**src/rtl/mem_port_arbiter_pkg.sv**
```systemverilog
// rtl/mem_port_arbiter_pkg.sv - Shared types and helpers for the memory port arbiter.
package mem_port_arbiter_pkg;

  typedef enum logic [1:0] {
    ARB_IDLE,
    ARB_REQ,
    ARB_RESP
  } arb_state_t;

  typedef enum logic [1:0] {
    OWN_NONE,
    OWN_IF,
    OWN_LS
  } arb_owner_t;

  // Watchdog counter width; a disabled watchdog still keeps a 1-bit register.
  function automatic int wd_width(input int timeout_cycles);
    return (timeout_cycles > 0) ? $clog2(timeout_cycles + 1) : 1;
  endfunction

endpackage

```
**src/rtl/mem_port_arbiter_if.sv**
```systemverilog
// rtl/mem_port_arbiter_if.sv - Fetch, load/store and memory port bundle for the arbiter.
interface mem_port_arbiter_if #(
  parameter int ADDR_W = 32,
  parameter int DATA_W = 32
);
  localparam int BE_W = DATA_W / 8;

  logic              if_req;
  logic [ADDR_W-1:0] if_addr;
  logic              if_gnt;
  logic              if_rvalid;
  logic [DATA_W-1:0] if_rdata;
  logic              if_err;

  logic              ls_req;
  logic              ls_we;
  logic [ADDR_W-1:0] ls_addr;
  logic [DATA_W-1:0] ls_wdata;
  logic [BE_W-1:0]   ls_be;
  logic              ls_gnt;
  logic              ls_rvalid;
  logic [DATA_W-1:0] ls_rdata;
  logic              ls_err;

  logic              mem_req;
  logic              mem_we;
  logic [ADDR_W-1:0] mem_addr;
  logic [DATA_W-1:0] mem_wdata;
  logic [BE_W-1:0]   mem_be;
  logic              mem_ready;
  logic              mem_rvalid;
  logic [DATA_W-1:0] mem_rdata;

  // slave is the arbiter's view; master is the requesters plus the memory.
  modport slave (
    input  if_req, if_addr,
    output if_gnt, if_rvalid, if_rdata, if_err,
    input  ls_req, ls_we, ls_addr, ls_wdata, ls_be,
    output ls_gnt, ls_rvalid, ls_rdata, ls_err,
    output mem_req, mem_we, mem_addr, mem_wdata, mem_be,
    input  mem_ready, mem_rvalid, mem_rdata
  );

  modport master (
    output if_req, if_addr,
    input  if_gnt, if_rvalid, if_rdata, if_err,
    output ls_req, ls_we, ls_addr, ls_wdata, ls_be,
    input  ls_gnt, ls_rvalid, ls_rdata, ls_err,
    input  mem_req, mem_we, mem_addr, mem_wdata, mem_be,
    output mem_ready, mem_rvalid, mem_rdata
  );

endinterface

```
**src/rtl/mem_port_arbiter_rr_pick2.sv**
```systemverilog
// rtl/mem_port_arbiter_rr_pick2.sv - Combinational two-way round-robin select.
module mem_port_arbiter_rr_pick2
  import mem_port_arbiter_pkg::*;
(
  input  logic       req_if,
  input  logic       req_ls,
  input  arb_owner_t last_owner,
  output logic       pick_if,
  output logic       pick_ls
);

  always_comb begin
    pick_if = 1'b0;
    pick_ls = 1'b0;
    if (req_if && req_ls) begin
      // On a tie the side that did not win last time goes first.
      if (last_owner == OWN_IF) begin
        pick_ls = 1'b1;
      end else begin
        pick_if = 1'b1;
      end
    end else begin
      pick_if = req_if;
      pick_ls = req_ls;
    end
  end

endmodule

```
**src/rtl/mem_port_arbiter.sv**
```systemverilog
// rtl/mem_port_arbiter.sv - Round-robin arbiter sharing one memory port between fetch and load/store.
module mem_port_arbiter
  import mem_port_arbiter_pkg::*;
#(
  parameter int TIMEOUT_CYCLES = 64,
  parameter int ADDR_W         = 32,
  parameter int DATA_W         = 32
) (
  input  logic              clk,
  input  logic              rst_n,
  mem_port_arbiter_if.slave bus
);

  localparam int          BE_W      = DATA_W / 8;
  localparam int          WD_W      = wd_width(TIMEOUT_CYCLES);
  localparam logic [31:0] TIMEOUT_U = 32'(TIMEOUT_CYCLES);

  arb_state_t        state;
  arb_owner_t        owner;
  arb_owner_t        last_owner;
  logic [WD_W-1:0]   wd;

  logic              cap_we;
  logic [ADDR_W-1:0] cap_addr;
  logic [DATA_W-1:0] cap_wdata;
  logic [BE_W-1:0]   cap_be;

  logic              if_rvalid_r, if_err_r;
  logic [DATA_W-1:0] if_rdata_r;
  logic              ls_rvalid_r, ls_err_r;
  logic [DATA_W-1:0] ls_rdata_r;

  logic              pick_if, pick_ls;
  logic              idle, mem_done, timeout;

  mem_port_arbiter_rr_pick2 u_pick (
    .req_if     (bus.if_req),
    .req_ls     (bus.ls_req),
    .last_owner (last_owner),
    .pick_if    (pick_if),
    .pick_ls    (pick_ls)
  );

  assign idle     = (state == ARB_IDLE);
  assign mem_done = ((state == ARB_REQ) && bus.mem_ready && bus.mem_rvalid) ||
                    ((state == ARB_RESP) && bus.mem_rvalid);
  // The response is registered, so fire one cycle early to land exactly
  // TIMEOUT_CYCLES after the grant.
  assign timeout  = (TIMEOUT_CYCLES > 0) && !idle && ((32'(wd) + 32'd2) >= TIMEOUT_U);

  assign bus.if_gnt    = rst_n && idle && pick_if;
  assign bus.ls_gnt    = rst_n && idle && pick_ls;
  assign bus.if_rvalid = if_rvalid_r;
  assign bus.if_rdata  = if_rdata_r;
  assign bus.if_err    = if_err_r;
  assign bus.ls_rvalid = ls_rvalid_r;
  assign bus.ls_rdata  = ls_rdata_r;
  assign bus.ls_err    = ls_err_r;
  assign bus.mem_req   = (state == ARB_REQ);
  assign bus.mem_we    = cap_we;
  assign bus.mem_addr  = cap_addr;
  assign bus.mem_wdata = cap_wdata;
  assign bus.mem_be    = cap_be;

  always_ff @(posedge clk or negedge rst_n) begin
    if (!rst_n) begin
      state       <= ARB_IDLE;
      owner       <= OWN_NONE;
      last_owner  <= OWN_LS;
      wd          <= '0;
      cap_we      <= 1'b0;
      cap_addr    <= '0;
      cap_wdata   <= '0;
      cap_be      <= '0;
      if_rvalid_r <= 1'b0;
      if_err_r    <= 1'b0;
      if_rdata_r  <= '0;
      ls_rvalid_r <= 1'b0;
      ls_err_r    <= 1'b0;
      ls_rdata_r  <= '0;
    end else begin
      if_rvalid_r <= 1'b0;
      if_err_r    <= 1'b0;
      if_rdata_r  <= '0;
      ls_rvalid_r <= 1'b0;
      ls_err_r    <= 1'b0;
      ls_rdata_r  <= '0;
      case (state)
        ARB_IDLE: begin
          if (pick_if || pick_ls) begin
            owner      <= pick_if ? OWN_IF : OWN_LS;
            last_owner <= pick_if ? OWN_IF : OWN_LS;
            state      <= ARB_REQ;
            wd         <= '0;
            cap_we     <= pick_ls && bus.ls_we;
            cap_addr   <= pick_if ? bus.if_addr : bus.ls_addr;
            cap_wdata  <= pick_if ? '0 : bus.ls_wdata;
            cap_be     <= pick_if ? '1 : bus.ls_be;
          end
        end
        ARB_REQ, ARB_RESP: begin
          if (wd != '1) begin
            wd <= wd + WD_W'(1);
          end
          if (mem_done || timeout) begin
            // A real response wins over a watchdog expiring in the same cycle.
            if (owner == OWN_IF) begin
              if_rvalid_r <= 1'b1;
              if_err_r    <= !mem_done;
              if_rdata_r  <= mem_done ? bus.mem_rdata : '0;
            end
            if (owner == OWN_LS) begin
              ls_rvalid_r <= 1'b1;
              ls_err_r    <= !mem_done;
              ls_rdata_r  <= mem_done ? bus.mem_rdata : '0;
            end
            owner <= OWN_NONE;
            state <= ARB_IDLE;
          end else if ((state == ARB_REQ) && bus.mem_ready) begin
            state <= ARB_RESP;
          end
        end
        default: state <= ARB_IDLE;
      endcase
    end
  end

endmodule
```
**src/flat_wrapper.sv**
```systemverilog
// flat-port wrapper written by rule: the top's interface ports become plain ports
module mem_port_arbiter_flat import mem_port_arbiter_pkg::*;
#(
  parameter int TIMEOUT_CYCLES = 64,
  parameter int ADDR_W         = 32,
  parameter int DATA_W         = 32
)
  (clk, rst_n, bus_if_req, bus_if_addr, bus_if_gnt, bus_if_rvalid, bus_if_rdata, bus_if_err, bus_ls_req, bus_ls_we, bus_ls_addr, bus_ls_wdata, bus_ls_be, bus_ls_gnt, bus_ls_rvalid, bus_ls_rdata, bus_ls_err, bus_mem_req, bus_mem_we, bus_mem_addr, bus_mem_wdata, bus_mem_be, bus_mem_ready, bus_mem_rvalid, bus_mem_rdata);
  mem_port_arbiter_if #(.ADDR_W(ADDR_W), .DATA_W(DATA_W)) bus_i ();
  input  logic clk;
  input  logic rst_n;
  input wire logic [$bits(bus_i.if_req)-1:0] bus_if_req;
  input wire logic [$bits(bus_i.if_addr)-1:0] bus_if_addr;
  output wire logic [$bits(bus_i.if_gnt)-1:0] bus_if_gnt;
  output wire logic [$bits(bus_i.if_rvalid)-1:0] bus_if_rvalid;
  output wire logic [$bits(bus_i.if_rdata)-1:0] bus_if_rdata;
  output wire logic [$bits(bus_i.if_err)-1:0] bus_if_err;
  input wire logic [$bits(bus_i.ls_req)-1:0] bus_ls_req;
  input wire logic [$bits(bus_i.ls_we)-1:0] bus_ls_we;
  input wire logic [$bits(bus_i.ls_addr)-1:0] bus_ls_addr;
  input wire logic [$bits(bus_i.ls_wdata)-1:0] bus_ls_wdata;
  input wire logic [$bits(bus_i.ls_be)-1:0] bus_ls_be;
  output wire logic [$bits(bus_i.ls_gnt)-1:0] bus_ls_gnt;
  output wire logic [$bits(bus_i.ls_rvalid)-1:0] bus_ls_rvalid;
  output wire logic [$bits(bus_i.ls_rdata)-1:0] bus_ls_rdata;
  output wire logic [$bits(bus_i.ls_err)-1:0] bus_ls_err;
  output wire logic [$bits(bus_i.mem_req)-1:0] bus_mem_req;
  output wire logic [$bits(bus_i.mem_we)-1:0] bus_mem_we;
  output wire logic [$bits(bus_i.mem_addr)-1:0] bus_mem_addr;
  output wire logic [$bits(bus_i.mem_wdata)-1:0] bus_mem_wdata;
  output wire logic [$bits(bus_i.mem_be)-1:0] bus_mem_be;
  input wire logic [$bits(bus_i.mem_ready)-1:0] bus_mem_ready;
  input wire logic [$bits(bus_i.mem_rvalid)-1:0] bus_mem_rvalid;
  input wire logic [$bits(bus_i.mem_rdata)-1:0] bus_mem_rdata;
  assign bus_i.if_req = bus_if_req;
  assign bus_i.if_addr = bus_if_addr;
  assign bus_if_gnt = bus_i.if_gnt;
  assign bus_if_rvalid = bus_i.if_rvalid;
  assign bus_if_rdata = bus_i.if_rdata;
  assign bus_if_err = bus_i.if_err;
  assign bus_i.ls_req = bus_ls_req;
  assign bus_i.ls_we = bus_ls_we;
  assign bus_i.ls_addr = bus_ls_addr;
  assign bus_i.ls_wdata = bus_ls_wdata;
  assign bus_i.ls_be = bus_ls_be;
  assign bus_ls_gnt = bus_i.ls_gnt;
  assign bus_ls_rvalid = bus_i.ls_rvalid;
  assign bus_ls_rdata = bus_i.ls_rdata;
  assign bus_ls_err = bus_i.ls_err;
  assign bus_mem_req = bus_i.mem_req;
  assign bus_mem_we = bus_i.mem_we;
  assign bus_mem_addr = bus_i.mem_addr;
  assign bus_mem_wdata = bus_i.mem_wdata;
  assign bus_mem_be = bus_i.mem_be;
  assign bus_i.mem_ready = bus_mem_ready;
  assign bus_i.mem_rvalid = bus_mem_rvalid;
  assign bus_i.mem_rdata = bus_mem_rdata;
  mem_port_arbiter #(.TIMEOUT_CYCLES(TIMEOUT_CYCLES), .ADDR_W(ADDR_W), .DATA_W(DATA_W)) u_core (.clk(clk), .rst_n(rst_n), .bus(bus_i));
endmodule
```
**config.mk**
```make
export PLATFORM = sky130hd
export DESIGN_NAME = mem_port_arbiter_flat
export DESIGN_NICKNAME = d
export VERILOG_FILES = /design/src/rtl/mem_port_arbiter_pkg.sv /design/src/rtl/mem_port_arbiter_if.sv /design/src/rtl/mem_port_arbiter_rr_pick2.sv /design/src/rtl/mem_port_arbiter.sv /design/src/flat_wrapper.sv
export SDC_FILE = /design/constraint.sdc
export NUM_CORES = 1
export LEC_CHECK = 0
export ABC_AREA = 1
export ABC_CLOCK_PERIOD_IN_PS = 3800
export BUFFER_PORTS_ARGS = -buffer_cell sky130_fd_sc_hd__buf_2
export CAP_MARGIN = 20
export CORE_MARGIN = 8
export CORE_UTILIZATION = 49
export DETAILED_ROUTE_END_ITERATION = 6
export PLACE_DENSITY = 0.95
export SETUP_SLACK_MARGIN = 0.1
export SYNTH_ARGS = -nofsm -noshare
export SYNTH_HDL_FRONTEND = slang
export SYNTH_SLANG_ARGS = --single-unit
```
**constraint.sdc**
```tcl
create_clock -name clk -period 3.8 [get_ports clk]
set_input_delay 0.76 -clock clk [delete_from_list [all_inputs] [get_ports clk]]
set_output_delay 0.76 -clock clk [all_outputs]
set_load 0.02 [all_outputs]
```
==> summary.txt, run 1 <==
Placement
  • Count of buffers inserted at the top-level ports: 278
  • Placed cell area: 0.00717 mm²
  • Post-DP HPWL: 12700 µm
  • Final estimated routing congestion in global placement: 0.823
  • Number of cells in the design after placement: 944

Floorplan
  • Die Footprint: 0.0153 mm²
  • Core Area: 0.0114 mm²
  • FP Rows: 39
  • Ports: 279
  • Die span in y: 124 µm
  • Horiz. Die Dim: 124 µm
  • Starting density of the core: 50.0%

STA
  • Fmax achieved: 375 MHz
  • Unrepaired setup endpoints after global routing: false
  • Clock Skews: 6.36 ps
  • Final Hold Vio Count: 0
  • Clock period minus worst slack: 2670 ps
  • Tcrit/Tclk final: 70.2%
  • Final number of max-transition violations: 0
  • Worst slew slack as a fraction of its limit: 32.5%
  • Total of endpoints with negative setup slack in the final report: 0
  • Measured slew at the worst slew-check pin: 1010 ps
  • Accumulated negative setup slack: 0 ps
  • Min Hold Slack: 248 ps

Routing
  • Pre-Repair DR Iteration Count: 4
  • Detailed-route DRC error count: 0
  • Count of nets left with antenna violations after detail routing: 0
  • Vias: 4996
  • Wire length per cell after detailed routing: 17.9 µm
  • Number of DRC violations after detailed-routing iteration 0: 460
  • Final wirelength: 17500 µm
  • Detail-routed via count per cell: 5.12

Clock tree
  • Deepest clock path buffer count: 2
  • Clock tree from TritonCTS: built
  • CTS H-tree depth: 4
  • Clock sink total: 150
  • Root Driver: sky130_fd_sc_hd__clkbuf_16
  • Buffer count from post-CTS setup fixing: 0
  • Clk pin slew, worst setup/hold paths: 60 ps
  • Count of cells resized by post-cts repair: 0
  • Number of clock buffers inserted by TritonCTS: 17
  • Clock latency at the later pin of the worst-skew pair: 410 ps
  • # hold bufs at CTS: 0

Cells and area
  • Leading cell type in the layout, fill and taps excluded: sky130_fd_sc_hd__buf_2
  • Diode insertion count for antenna repair: 0
  • Area growth from synthesis to layout: 36.9%
  • Post-route cell area: 0.00779 mm²
  • Net count, final: 968
  • Share of post-route cells with drive strength above 1: 38.8%
  • Most frequent cells in the layout: 277 x sky130_fd_sc_hd__buf_2, 149 x sky130_fd_sc_hd__dfrtp_1, 104 x sky130_fd_sc_hd__nor2_1
  • Post-Layout Cell Count: 976

Critical path
  • Largest driver fanout on the critical path: 34
  • Startpoint-to-endpoint class of the critical path: in -> out
  • Top Family by Delay on Critical Path: buffers and inverters
  • CP startpoint kind: primary input
  • Data required, critical path: 3040 ps
  • Data arrival time of the worst path: 1910 ps
  • Largest stage delay, worst path: 290 ps
  • Critical path buffers and inverters: 4
  • Cell with the largest stage delay on the worst path: sky130_fd_sc_hd__inv_2
  • Crit-path cells: buf_2, inv_2, o31ai_4, inv_2, nor4_1, buf_2
  • Element type at the critical path end: output port

Logic synthesis
  • Sequential element share of the synthesized area: 66.0%
  • Synthesized instance count: 546
  • Mapped Avg Cell Area: 10.4 µm²
  • Distinct cell type count after synthesis: 28
  • Count of warnings emitted by yosys: 0
  • Number of nets in the synthesized netlist: 693
  • Post-synth design cell area: 0.00569 mm²
  • Number of synthesized register bits: 150

Global route
  • Antenna violations before repair: 0
  • Pin count of the biggest net entering global routing: 68
  • Global-route wire length before repair: 26100 µm
  • GRT overflow: 0
  • All-Layer GR Usage: 22.4%
  • Vias in the first global route: 5088

Power and ir drop
  • P per Cell Area: 773 mW/mm²
  • Maximum VDD drop: 0.000487 V
  • Leakage: 0.00426 µW
  • Overall Power: 6020 µW

Status
  • Status: complete, no violations

Hold path
  • Min-delay worst type: in -> async

Job
  • Max-capacitance violation count: 0
-- cell usage after synthesis --
library cell / n / area [µm²]
sky130_fd_sc_hd__a21oi_1: 5 / 25.0
sky130_fd_sc_hd__a22o_1: 32 / 280
sky130_fd_sc_hd__buf_2: 5 / 25.0
sky130_fd_sc_hd__buf_4: 2 / 15.0
sky130_fd_sc_hd__buf_6: 3 / 33.8
sky130_fd_sc_hd__clkbuf_1: 19 / 71.3
sky130_fd_sc_hd__clkinv_2: 1 / 5.00
sky130_fd_sc_hd__dfrtp_1: 149 / 3730
sky130_fd_sc_hd__dfstp_2: 1 / 26.3
sky130_fd_sc_hd__ha_1: 8 / 100
sky130_fd_sc_hd__inv_1: 20 / 75.1
sky130_fd_sc_hd__inv_2: 3 / 11.3
sky130_fd_sc_hd__nand2_1: 97 / 364
sky130_fd_sc_hd__nand2_2: 1 / 6.26
sky130_fd_sc_hd__nand3_1: 6 / 30.0
sky130_fd_sc_hd__nand4_1: 5 / 31.3
sky130_fd_sc_hd__nor2_1: 104 / 390
sky130_fd_sc_hd__nor2_2: 1 / 6.26
sky130_fd_sc_hd__nor3_1: 4 / 20.0
sky130_fd_sc_hd__nor3b_1: 1 / 7.51
sky130_fd_sc_hd__nor4_1: 1 / 6.26
sky130_fd_sc_hd__o21ai_0: 14 / 70.1
sky130_fd_sc_hd__o21ai_1: 56 / 280
sky130_fd_sc_hd__o22a_1: 4 / 35.0
sky130_fd_sc_hd__o31ai_1: 1 / 7.51
sky130_fd_sc_hd__o31ai_4: 1 / 21.3
sky130_fd_sc_hd__or2_2: 1 / 6.26
sky130_fd_sc_hd__xor2_1: 1 / 8.76
-- stage by stage --
step                worst slack, ps  utilization, %
finish                         1130            68.5
global route                   1040            68.5
CTS                            1140            68.3
detailed placement             1160            63.0
global placement               1170            63.0
floorplan                       982               -
-- state kept, by name, indices dropped and copies added, names as in the netlist --
signal                flops
u_core.bus.if_rdata      32
u_core.bus.ls_rdata      32
u_core.bus.mem_addr      32
u_core.bus.mem_wdata     32
u_core.wd                 7
u_core.bus.mem_be         4
u_core.last_owner         2
u_core.owner              2
u_core.state              2
u_core.bus.if_err         1
u_core.bus.if_rvalid      1
u_core.bus.ls_err         1
u_core.bus.ls_rvalid      1
u_core.bus.mem_we         1
-- path summary, 6_finish.rpt --
| kind | from | end | slack, ps | depth (start not counted) |
|---|---|---|---|---|
| worst min-delay path | rst_n | u_core.bus.if_rdata[6]$_DFF_PN0_ | 250 | 1 |
| max in group asynchronous | rst_n | u_core.bus.if_rdata[16]$_DFF_PN0_ | 2450 | 2 |
| worst max register to register | u_core.state[1]$_DFFE_PN0P_ | u_core.bus.ls_rdata[23]$_DFF_PN0_ | 1420 | 8 |
| worst min register to register | u_core.owner[1]$_DFFE_PN0P_ | u_core.owner[1]$_DFFE_PN0P_ | 470 | 2 |
| worst max-delay path | bus_ls_req | bus_ls_gnt | 1130 | 6 |
| min in group clk | u_core.owner[1]$_DFFE_PN0P_ | u_core.owner[1]$_DFFE_PN0P_ | 470 | 2 |
-- routing by layer --
| metal | vias up | track usage (%) | wire length [µm] |
|---|---|---|---|
| li1 | 2341 | - | - |
| met1 | 2393 | 23.2 | 6050 |
| met2 | 231 | 38.6 | 8890 |
| met3 | 31 | 10.2 | 2180 |
| met4 | 0 | 9.41 | 333 |
| met5 | - | 0 | 0 |
-- logic make-up (layout without fill, tap and decap cells) --
group | after synthesis | count (layout) | synth area share (%)
AND/OR/NAND/NOR | 221 | 221 | 15.3
XOR/XNOR | 1 | 1 | 0.154
adder cells (fa/ha/maj) | 8 | 8 | 1.76
buffers and inverters | 53 | 340 | 4.16
flip-flops | 150 | 150 | 66.0
AO/OA/AOI/OAI | 113 | 113 | 12.6
-- power by group --
part / leakage (µW) / internal [µW] / switching (µW)
clock: 0.000280 / 1050 / 636
combinational: 0.00201 / 686 / 1420
sequential: 0.00197 / 2010 / 218
-- cell type report --
cell class | instances | area, µm²
inverters | 24 | 91.3
fillers | 819 | 3580
multi-input cells | 343 | 1700
clock inverters | 10 | 148
flip-flops and latches | 150 | 3750
repair buffers | 285 | 1460
well taps | 143 | 179
clock buffers | 21 | 450
Note: power is estimated with default switching activity, not from simulation.
==> run 2, diff against run 1 <==
--- a/config.mk
+++ b/config.mk
@@ -6,13 +6,13 @@
 export NUM_CORES = 1
 export LEC_CHECK = 0
 export ABC_AREA = 1
-export ABC_CLOCK_PERIOD_IN_PS = 3800
+export ABC_CLOCK_PERIOD_IN_PS = 2200
 export BUFFER_PORTS_ARGS = -buffer_cell sky130_fd_sc_hd__buf_2
 export CAP_MARGIN = 20
 export CORE_MARGIN = 8
-export CORE_UTILIZATION = 49
+export CORE_UTILIZATION = 41
 export DETAILED_ROUTE_END_ITERATION = 6
-export PLACE_DENSITY = 0.95
+export PLACE_DENSITY = 0.85
 export SETUP_SLACK_MARGIN = 0.1
 export SYNTH_ARGS = -nofsm -noshare
 export SYNTH_HDL_FRONTEND = slang
==> constraint.sdc (replaced) <==
create_clock -name clk -period 2.2 [get_ports clk]
set_input_delay 0.44 -clock clk [delete_from_list [all_inputs] [get_ports clk]]
set_output_delay 0.44 -clock clk [all_outputs]
set_load 0.02 [all_outputs]
==> run 2 against run 1 <==
- critical path depth fell by 1
- power rose by 77%
- non-clock buffer count rose by 7
- cell count rose by 4.6%
- sequential power rose by 73%
- wire length fell by 2.1%
- via count fell by 1.3%
- utilization fell by 10 points
- flip-flop and latch count did not move
- die area rose by 17%
- highest routed layer is now met5
- sequential share of layout area fell by 1.2 points
==> summary.txt, run 2 (synthesized netlist as in run 1, its figures left out) <==
Critical path
  • Element type at the critical path end: output port
  • Startpoint-to-endpoint class of the critical path: reg -> out
  • Data required, critical path: 1760 ps (-1280 ps)
  • Data arrival time of the worst path: 1600 ps (-310 ps)
  • CP startpoint kind: register
  • Largest driver fanout on the critical path: 4 (-88%)

Cells and area
  • Final core area utilization: 58.2% (-10 points)
  • Area growth from synthesis to layout: 40.3%
  • Diode insertion count for antenna repair: 0 (unchanged)
  • Leading cell type in the layout, fill and taps excluded: sky130_fd_sc_hd__buf_2
  • Net count, final: 975 (+0.72%)
  • Most frequent cells in the layout: 275 x sky130_fd_sc_hd__buf_2, 149 x sky130_fd_sc_hd__dfrtp_1, 104 x sky130_fd_sc_hd__nor2_1
  • Share of post-route cells with drive strength above 1: 40.2% (+1.4 points)

Floorplan
  • Core Area: 0.0137 mm² (+21%)
  • Die Footprint: 0.0179 mm² (+17%)
  • FP Rows: 43 (+10%)
  • Ports: 279 (unchanged)
  • Starting density of the core: 41.5% (-8.6 points)
  • Die span in y: 134 µm (+8.1%)
  • Horiz. Die Dim: 134 µm (+8.1%)

Power and ir drop
  • Maximum VDD drop: 0.000709 V (+46%)
  • Internal power of the cells: 6610 µW (+77%)
  • Logic pwr share: 35.3% (+0.3 points)
  • Clock share of power: 28.6% (+0.6 points)
  • Overall Power: 10600 µW (+77%)
  • Power share of the sequential group: 36.1% (-0.9 points)
  • Switching Power: 4040 µW (+77%)
  • P per Cell Area: 1330 mW/mm² (+73%)
  • Sw frac: 37.9% (+0.13 points)
  • Leakage: 0.00434 µW (+1.9%)

Routing
  • Number of DRC violations after detailed-routing iteration 0: 332 (-28%)
  • Count of nets left with antenna violations after detail routing: 0 (unchanged)
  • Pre-Repair DR Iteration Count: 4 (unchanged)
  • Detail-routed via count per cell: 4.83 (-5.7%)
  • Wire length per cell after detailed routing: 16.7 µm (-6.4%)
  • Vias: 4930 (-1.3%)
  • Final wirelength: 17100 µm (-2.1%)
  • Detailed-route DRC error count: 0 (unchanged)

STA
  • Min Hold Slack: 149 ps (-99.0 ps)
  • Clock Skews: 6.87 ps (+0.509 ps)
  • Worst slew slack as a fraction of its limit: 47.6% (+15 points)
  • Accumulated negative setup slack: 0 ps (unchanged)
  • Unrepaired setup endpoints after global routing: true
  • Measured slew at the worst slew-check pin: 785 ps (-226 ps)
  • Final Hold Vio Count: 0 (unchanged)
  • Final number of max-transition violations: 0 (unchanged)
  • Fmax achieved: 490 MHz
  • Setup slack of the critical path after layout: 161 ps (-973 ps)
  • Clock period minus worst slack: 2040 ps
  • Tcrit/Tclk final: 92.7%
  • Total of endpoints with negative setup slack in the final report: 0 (unchanged)

Clock tree
  • CTS H-tree depth: 4 (unchanged)
  • # hold bufs at CTS: 0 (unchanged)
  • Clock latency at the later pin of the worst-skew pair: 410 ps (about the same)
  • Number of clock buffers inserted by TritonCTS: 17 (unchanged)
  • Clk pin slew, worst setup/hold paths: 60 ps (about the same)
  • Deepest clock path buffer count: 2 (unchanged)
  • Clock tree from TritonCTS: built
  • Clock sink total: 150 (unchanged)
  • Root Driver: sky130_fd_sc_hd__clkbuf_16

Job
  • Max-capacitance violation count: 0 (unchanged)

Placement
  • Count of buffers inserted at the top-level ports: 278 (unchanged)
  • Final estimated routing congestion in global placement: 0.817 (-0.84%)
  • Post-DP HPWL: 12700 µm (-0.25%)
  • Worst Setup Slack post-DPL: 321 ps (-839 ps)

Global route
  • GRT overflow: 0 (unchanged)
  • Vias in the first global route: 4940 (-2.9%)
  • Pin count of the biggest net entering global routing: 151 (+120%)
  • Global-route wire length before repair: 26100 µm (+0.32%)
  • All-Layer GR Usage: 18.7% (-3.7 points)
  • Antenna violations before repair: 2 (+2)

Hold path
  • Min-delay worst type: in -> async

Status
  • Status: complete, no violations
==> run 2: changes by cell type in the layout (fill, tap and decap cells not counted), moves of 3 or more <==
| cell | previous run | this run |
|---|---|---|
| sky130_fd_sc_hd__inv_8 | 0 | 3 |
| sky130_fd_sc_hd__clkbuf_1 | 3 | 0 |
| sky130_fd_sc_hd__inv_2 | 3 | 6 |
| sky130_fd_sc_hd__buf_4 | 6 | 11 |
| sky130_fd_sc_hd__inv_1 | 20 | 17 |
| sky130_fd_sc_hd__buf_12 | 1 | 5 |
==> run 2: cell type report <==
type | instances | area [µm²]
Tap cell | 180 | 225
Clock buffer | 18 | 439
Fill cell | 1144 | 5740
Clock inverter | 14 | 185
Multi-Input combinational cell | 343 | 1710
Sequential cell | 150 | 3750
Timing Repair Buffer | 292 | 1570
Inverter | 24 | 91.3
==> run 2: power by group through the flow <==
stage / Clock, µW / Combinational [µW] / Sequential (µW)
2_1_floorplan: 0 / 1570 / 4620
3_3_place_gp: 0 / 3710 / 3850
3_5_place_dp: 0 / 3790 / 3880
4_1_cts: 3110 / 3800 / 3840
5_1_grt: 3230 / 4110 / 3910
6_report: 3050 / 3760 / 3840
==> run 2: routing by layer <==
layer  track usage (%)  wire (µm)
met3              10.5       2250
met5                 0         27
met1              20.4       6460
met2              30.5       8110
met4              5.86        240
==> run 2: repair_timing <==
item	CTS	global route
gates resized for setup	3	2
cloned	0	0
endpoints found under the setup margin	1	2
buffers inserted	0	2
==> run 2: final timing paths <==
check	startpoint	endpoint	slack, ps	cells past startpoint
max	u_core.state[1]$_DFFE_PN0P_	bus_ls_gnt	160	5
min	rst_n	u_core.bus.if_rdata[8]$_DFF_PN0_	150	2
max reg2reg	u_core.state[0]$_DFFE_PN0P_	u_core.wd[3]$_DFFE_PN0P_	360	11
min reg2reg	u_core.bus.mem_addr[4]$_DFFE_PN0P_	u_core.bus.mem_addr[4]$_DFFE_PN0P_	490	2
max in group asynchronous	rst_n	u_core.bus.mem_wdata[2]$_DFFE_PN0P_	1460	2
min in group clk	bus_ls_wdata[18]	u_core.bus.mem_wdata[18]$_DFFE_PN0P_	240	2
==> run 2: through the flow <==
stage	instances	cell area, µm²
global route	1021	7980
detailed placement	987	7340
finish	1021	7980
CTS	1019	7960
global placement	987	7340
floorplan	546	5690
==> run 2: worst max-delay path, stage by stage, from the launching register on <==
cell,delay (ps)
sky130_fd_sc_hd__dfrtp_1,420
sky130_fd_sc_hd__inv_2,90
sky130_fd_sc_hd__ha_1,170
sky130_fd_sc_hd__inv_2,70
sky130_fd_sc_hd__nor4_2,250
sky130_fd_sc_hd__buf_4,180
==> run 3, diff against run 2 <==
--- a/config.mk
+++ b/config.mk
@@ -6,13 +6,13 @@
 export NUM_CORES = 1
 export LEC_CHECK = 0
 export ABC_AREA = 1
-export ABC_CLOCK_PERIOD_IN_PS = 2200
-export BUFFER_PORTS_ARGS = -buffer_cell sky130_fd_sc_hd__buf_2
+export ABC_CLOCK_PERIOD_IN_PS = 2500
+export BUFFER_PORTS_ARGS = -buffer_cell sky130_fd_sc_hd__clkbuf_2
 export CAP_MARGIN = 20
 export CORE_MARGIN = 8
-export CORE_UTILIZATION = 41
+export CORE_UTILIZATION = 49
 export DETAILED_ROUTE_END_ITERATION = 6
-export PLACE_DENSITY = 0.85
+export PLACE_DENSITY = 0.95
 export SETUP_SLACK_MARGIN = 0.1
 export SYNTH_ARGS = -nofsm -noshare
 export SYNTH_HDL_FRONTEND = slang
==> constraint.sdc (replaced) <==
create_clock -name clk -period 2.5 [get_ports clk]
set_input_delay 0.5 -clock clk [delete_from_list [all_inputs] [get_ports clk]]
set_output_delay 0.5 -clock clk [all_outputs]
set_load 0.02 [all_outputs]
==> run 3 against run 2 <==
- setup slack improved by 11 ps
- clock-buffer cell count rose by 2
- hold slack improved by 150 ps
- utilization rose by 11 points
- first-iteration DRC count rose by 58%
- via count rose by 2.6%
- wire length rose by 5.0%
- global-route usage rose by 4.5 points
- sequential share of layout area rose by 1.0 points
- design area fell by 2.1%
- combinational power fell by 14%
- critical endpoint unchanged
- highest routed layer is now met4
==> summary.txt, run 3 (synthesized netlist as in run 1, its figures left out) <==
Cells and area
  • Leading cell type in the layout, fill and taps excluded: sky130_fd_sc_hd__clkbuf_2
  • Area growth from synthesis to layout: 37.3%
  • Net count, final: 972 (-0.31%)
  • Post-route cell area: 0.00781 mm² (-2.1%)
  • Post-Layout Cell Count: 981 (-3.9%)
  • Final core area utilization: 68.7% (+11 points)
  • Most frequent cells in the layout: 276 x sky130_fd_sc_hd__clkbuf_2, 149 x sky130_fd_sc_hd__dfrtp_1, 104 x sky130_fd_sc_hd__nor2_1
  • Diode insertion count for antenna repair: 0 (unchanged)
  • Share of post-route cells with drive strength above 1: 39.5% (-0.69 points)

STA
  • Final Hold Vio Count: 0 (unchanged)
  • Worst slew slack as a fraction of its limit: 35.7% (-12 points)
  • Tcrit/Tclk final: 93.1%
  • Final number of max-transition violations: 0 (unchanged)
  • Clock period minus worst slack: 2330 ps
  • Total of endpoints with negative setup slack in the final report: 0 (unchanged)
  • Measured slew at the worst slew-check pin: 963 ps (+177 ps)
  • Setup slack of the critical path after layout: 172 ps (+11.1 ps)
  • Clock Skews: 11.3 ps (+4.40 ps)
  • Accumulated negative setup slack: 0 ps (unchanged)
  • Fmax achieved: 430 MHz
  • Unrepaired setup endpoints after global routing: false

Routing
  • Pre-Repair DR Iteration Count: 7 (+3)
  • Met2 layer wire length in the routed design: 9180 µm (+13%)
  • Detailed-route DRC error count: 0 (unchanged)
  • Highest routed metal layer: met4
  • Routed wire length on met3: 2230 µm (-0.93%)
  • Routed metal-1 wirelength: 6170 µm (-4.4%)
  • Number of DRC violations after detailed-routing iteration 0: 524 (+58%)
  • Vias: 5059 (+2.6%)
  • Final wirelength: 17900 µm (+5.0%)
  • Count of nets left with antenna violations after detail routing: 0 (unchanged)
  • Wire length per cell after detailed routing: 18.3 µm (+9.3%)
  • Detail-routed via count per cell: 5.16 (+6.8%)

Floorplan
  • Ports: 279 (unchanged)
  • Die span in y: 124 µm (-7.5%)
  • Starting density of the core: 50.0% (+8.6 points)
  • Core Area: 0.0114 mm² (-17%)
  • Die Footprint: 0.0153 mm² (-14%)
  • FP Rows: 39 (-9.3%)
  • Horiz. Die Dim: 124 µm (-7.5%)

Global route
  • GRT overflow: 0 (unchanged)
  • All-Layer GR Usage: 23.2% (+4.5 points)
  • Antenna violations before repair: 0 (-2)
  • Pin count of the biggest net entering global routing: 77 (-49%)
  • Vias in the first global route: 5260 (+6.5%)
  • Global-route wire length before repair: 27100 µm (+3.7%)

Placement
  • Number of cells in the design after placement: 948 (-4.0%)
  • Final estimated routing congestion in global placement: 0.862 (+5.6%)
  • Count of buffers inserted at the top-level ports: 278 (unchanged)
  • Post-DP HPWL: 13000 µm (+2.7%)
  • Placed cell area: 0.00720 mm² (-1.9%)
  • Worst Setup Slack post-DPL: 417 ps (+96.9 ps)

Power and ir drop
  • P per Cell Area: 1170 mW/mm² (-13%)
  • Maximum VDD drop: 0.000859 V (+21%)
  • Leakage: 0.00423 µW (-2.5%)

Critical path
  • Data required, critical path: 2000 ps (+240 ps)
  • Largest driver fanout on the critical path: 28 (+24)
  • CP startpoint kind: primary input
  • Element type at the critical path end: output port
  • Data arrival time of the worst path: 1830 ps (+230 ps)
  • Startpoint-to-endpoint class of the critical path: in -> out

Clock tree
  • Clock sink total: 150 (unchanged)
  • Buffer count from post-CTS setup fixing: 0 (unchanged)
  • Number of clock buffers inserted by TritonCTS: 17 (unchanged)
  • Clk pin slew, worst setup/hold paths: 70 ps (about the same)
  • Deepest clock path buffer count: 2 (unchanged)
  • Clock tree from TritonCTS: built
  • Clock latency at the later pin of the worst-skew pair: 420 ps (about the same)
  • CTS H-tree depth: 4 (unchanged)
  • Root Driver: sky130_fd_sc_hd__clkbuf_16

Hold path
  • Min-delay worst type: in -> reg

Status
  • Status: complete, no violations

Job
  • Max-capacitance violation count: 0 (unchanged)
## run 3: cell count changes in the layout (fill, tap and decap cells not counted), moves of 2 or more
| cell | delta |
|---|---|
| sky130_fd_sc_hd__bufinv_16 | -2 |
| sky130_fd_sc_hd__buf_12 | -4 |
| sky130_fd_sc_hd__clkinvlp_4 | +3 |
| sky130_fd_sc_hd__clkbuf_2 | +276 |
| sky130_fd_sc_hd__inv_2 | -3 |
| sky130_fd_sc_hd__inv_1 | +3 |
| sky130_fd_sc_hd__clkbuf_8 | +2 |
| sky130_fd_sc_hd__inv_8 | -2 |
| sky130_fd_sc_hd__buf_2 | -275 |
## run 3: per-layer routing
metal / vias to the layer above / track usage [%]
met5: - / 0
met4: 0 / 8.43
met3: 35 / 11.0
met2: 257 / 40.6
met1: 2421 / 23.8
li1: 2346 / -
## run 3: through the flow
step	hold WS (ps)	power [µW]
final	300	9110
after global routing	282	9610
after CTS	282	9160
after detailed placement	375	6640
after global placement	372	6530
after floorplan	204	5450
## run 3: final timing paths
| check | from | end | slack (ps) | cells past startpoint |
|---|---|---|---|---|
| max in group asynchronous | rst_n | u_core.bus.mem_wdata[17]$_DFFE_PN0P_ | 820 | 3 |
| hold reg to reg | u_core.bus.mem_addr[0]$_DFFE_PN0P_ | u_core.bus.mem_addr[0]$_DFFE_PN0P_ | 490 | 2 |
| hold / removal | bus_ls_be[2] | u_core.bus.mem_be[2]$_DFFE_PN0P_ | 300 | 2 |
| min in group asynchronous | rst_n | u_core.bus.if_rdata[3]$_DFF_PN0_ | 540 | 2 |
| setup / recovery | rst_n | bus_ls_gnt | 170 | 5 |
| setup reg to reg | u_core.state[1]$_DFFE_PN0P_ | u_core.bus.if_rdata[17]$_DFF_PN0_ | 350 | 8 |
## run 3: cell type report
type | instances | area (µm²)
Fill cell | 811 | 3560
Tap cell | 143 | 179
Clock buffer | 20 | 467
Timing Repair Buffer | 289 | 1490
Inverter | 24 | 91.3
Clock inverter | 12 | 116
Sequential cell | 150 | 3750
Multi-Input combinational cell | 343 | 1710
## run 3: where the power goes
group | switching [µW] | internal (µW) | total (µW)
clock network | 1020 | 1460 | 2480
registers | 367 | 3050 | 3420
logic | 2180 | 1030 | 3220
## run 3: timing repair
action,in CTS,in global routing
endpoints found under the setup margin,0,2
hold buffers,1,0
endpoints found under the hold margin,25,0
gates resized for setup,0,5
## run 3: worst max-delay path: stages
cell and delay [ps]:
sky130_fd_sc_hd__dlygate4sd3_1 600, sky130_fd_sc_hd__buf_12 210, sky130_fd_sc_hd__inv_1 80, sky130_fd_sc_hd__nor4_2 230
sky130_fd_sc_hd__buf_4 200
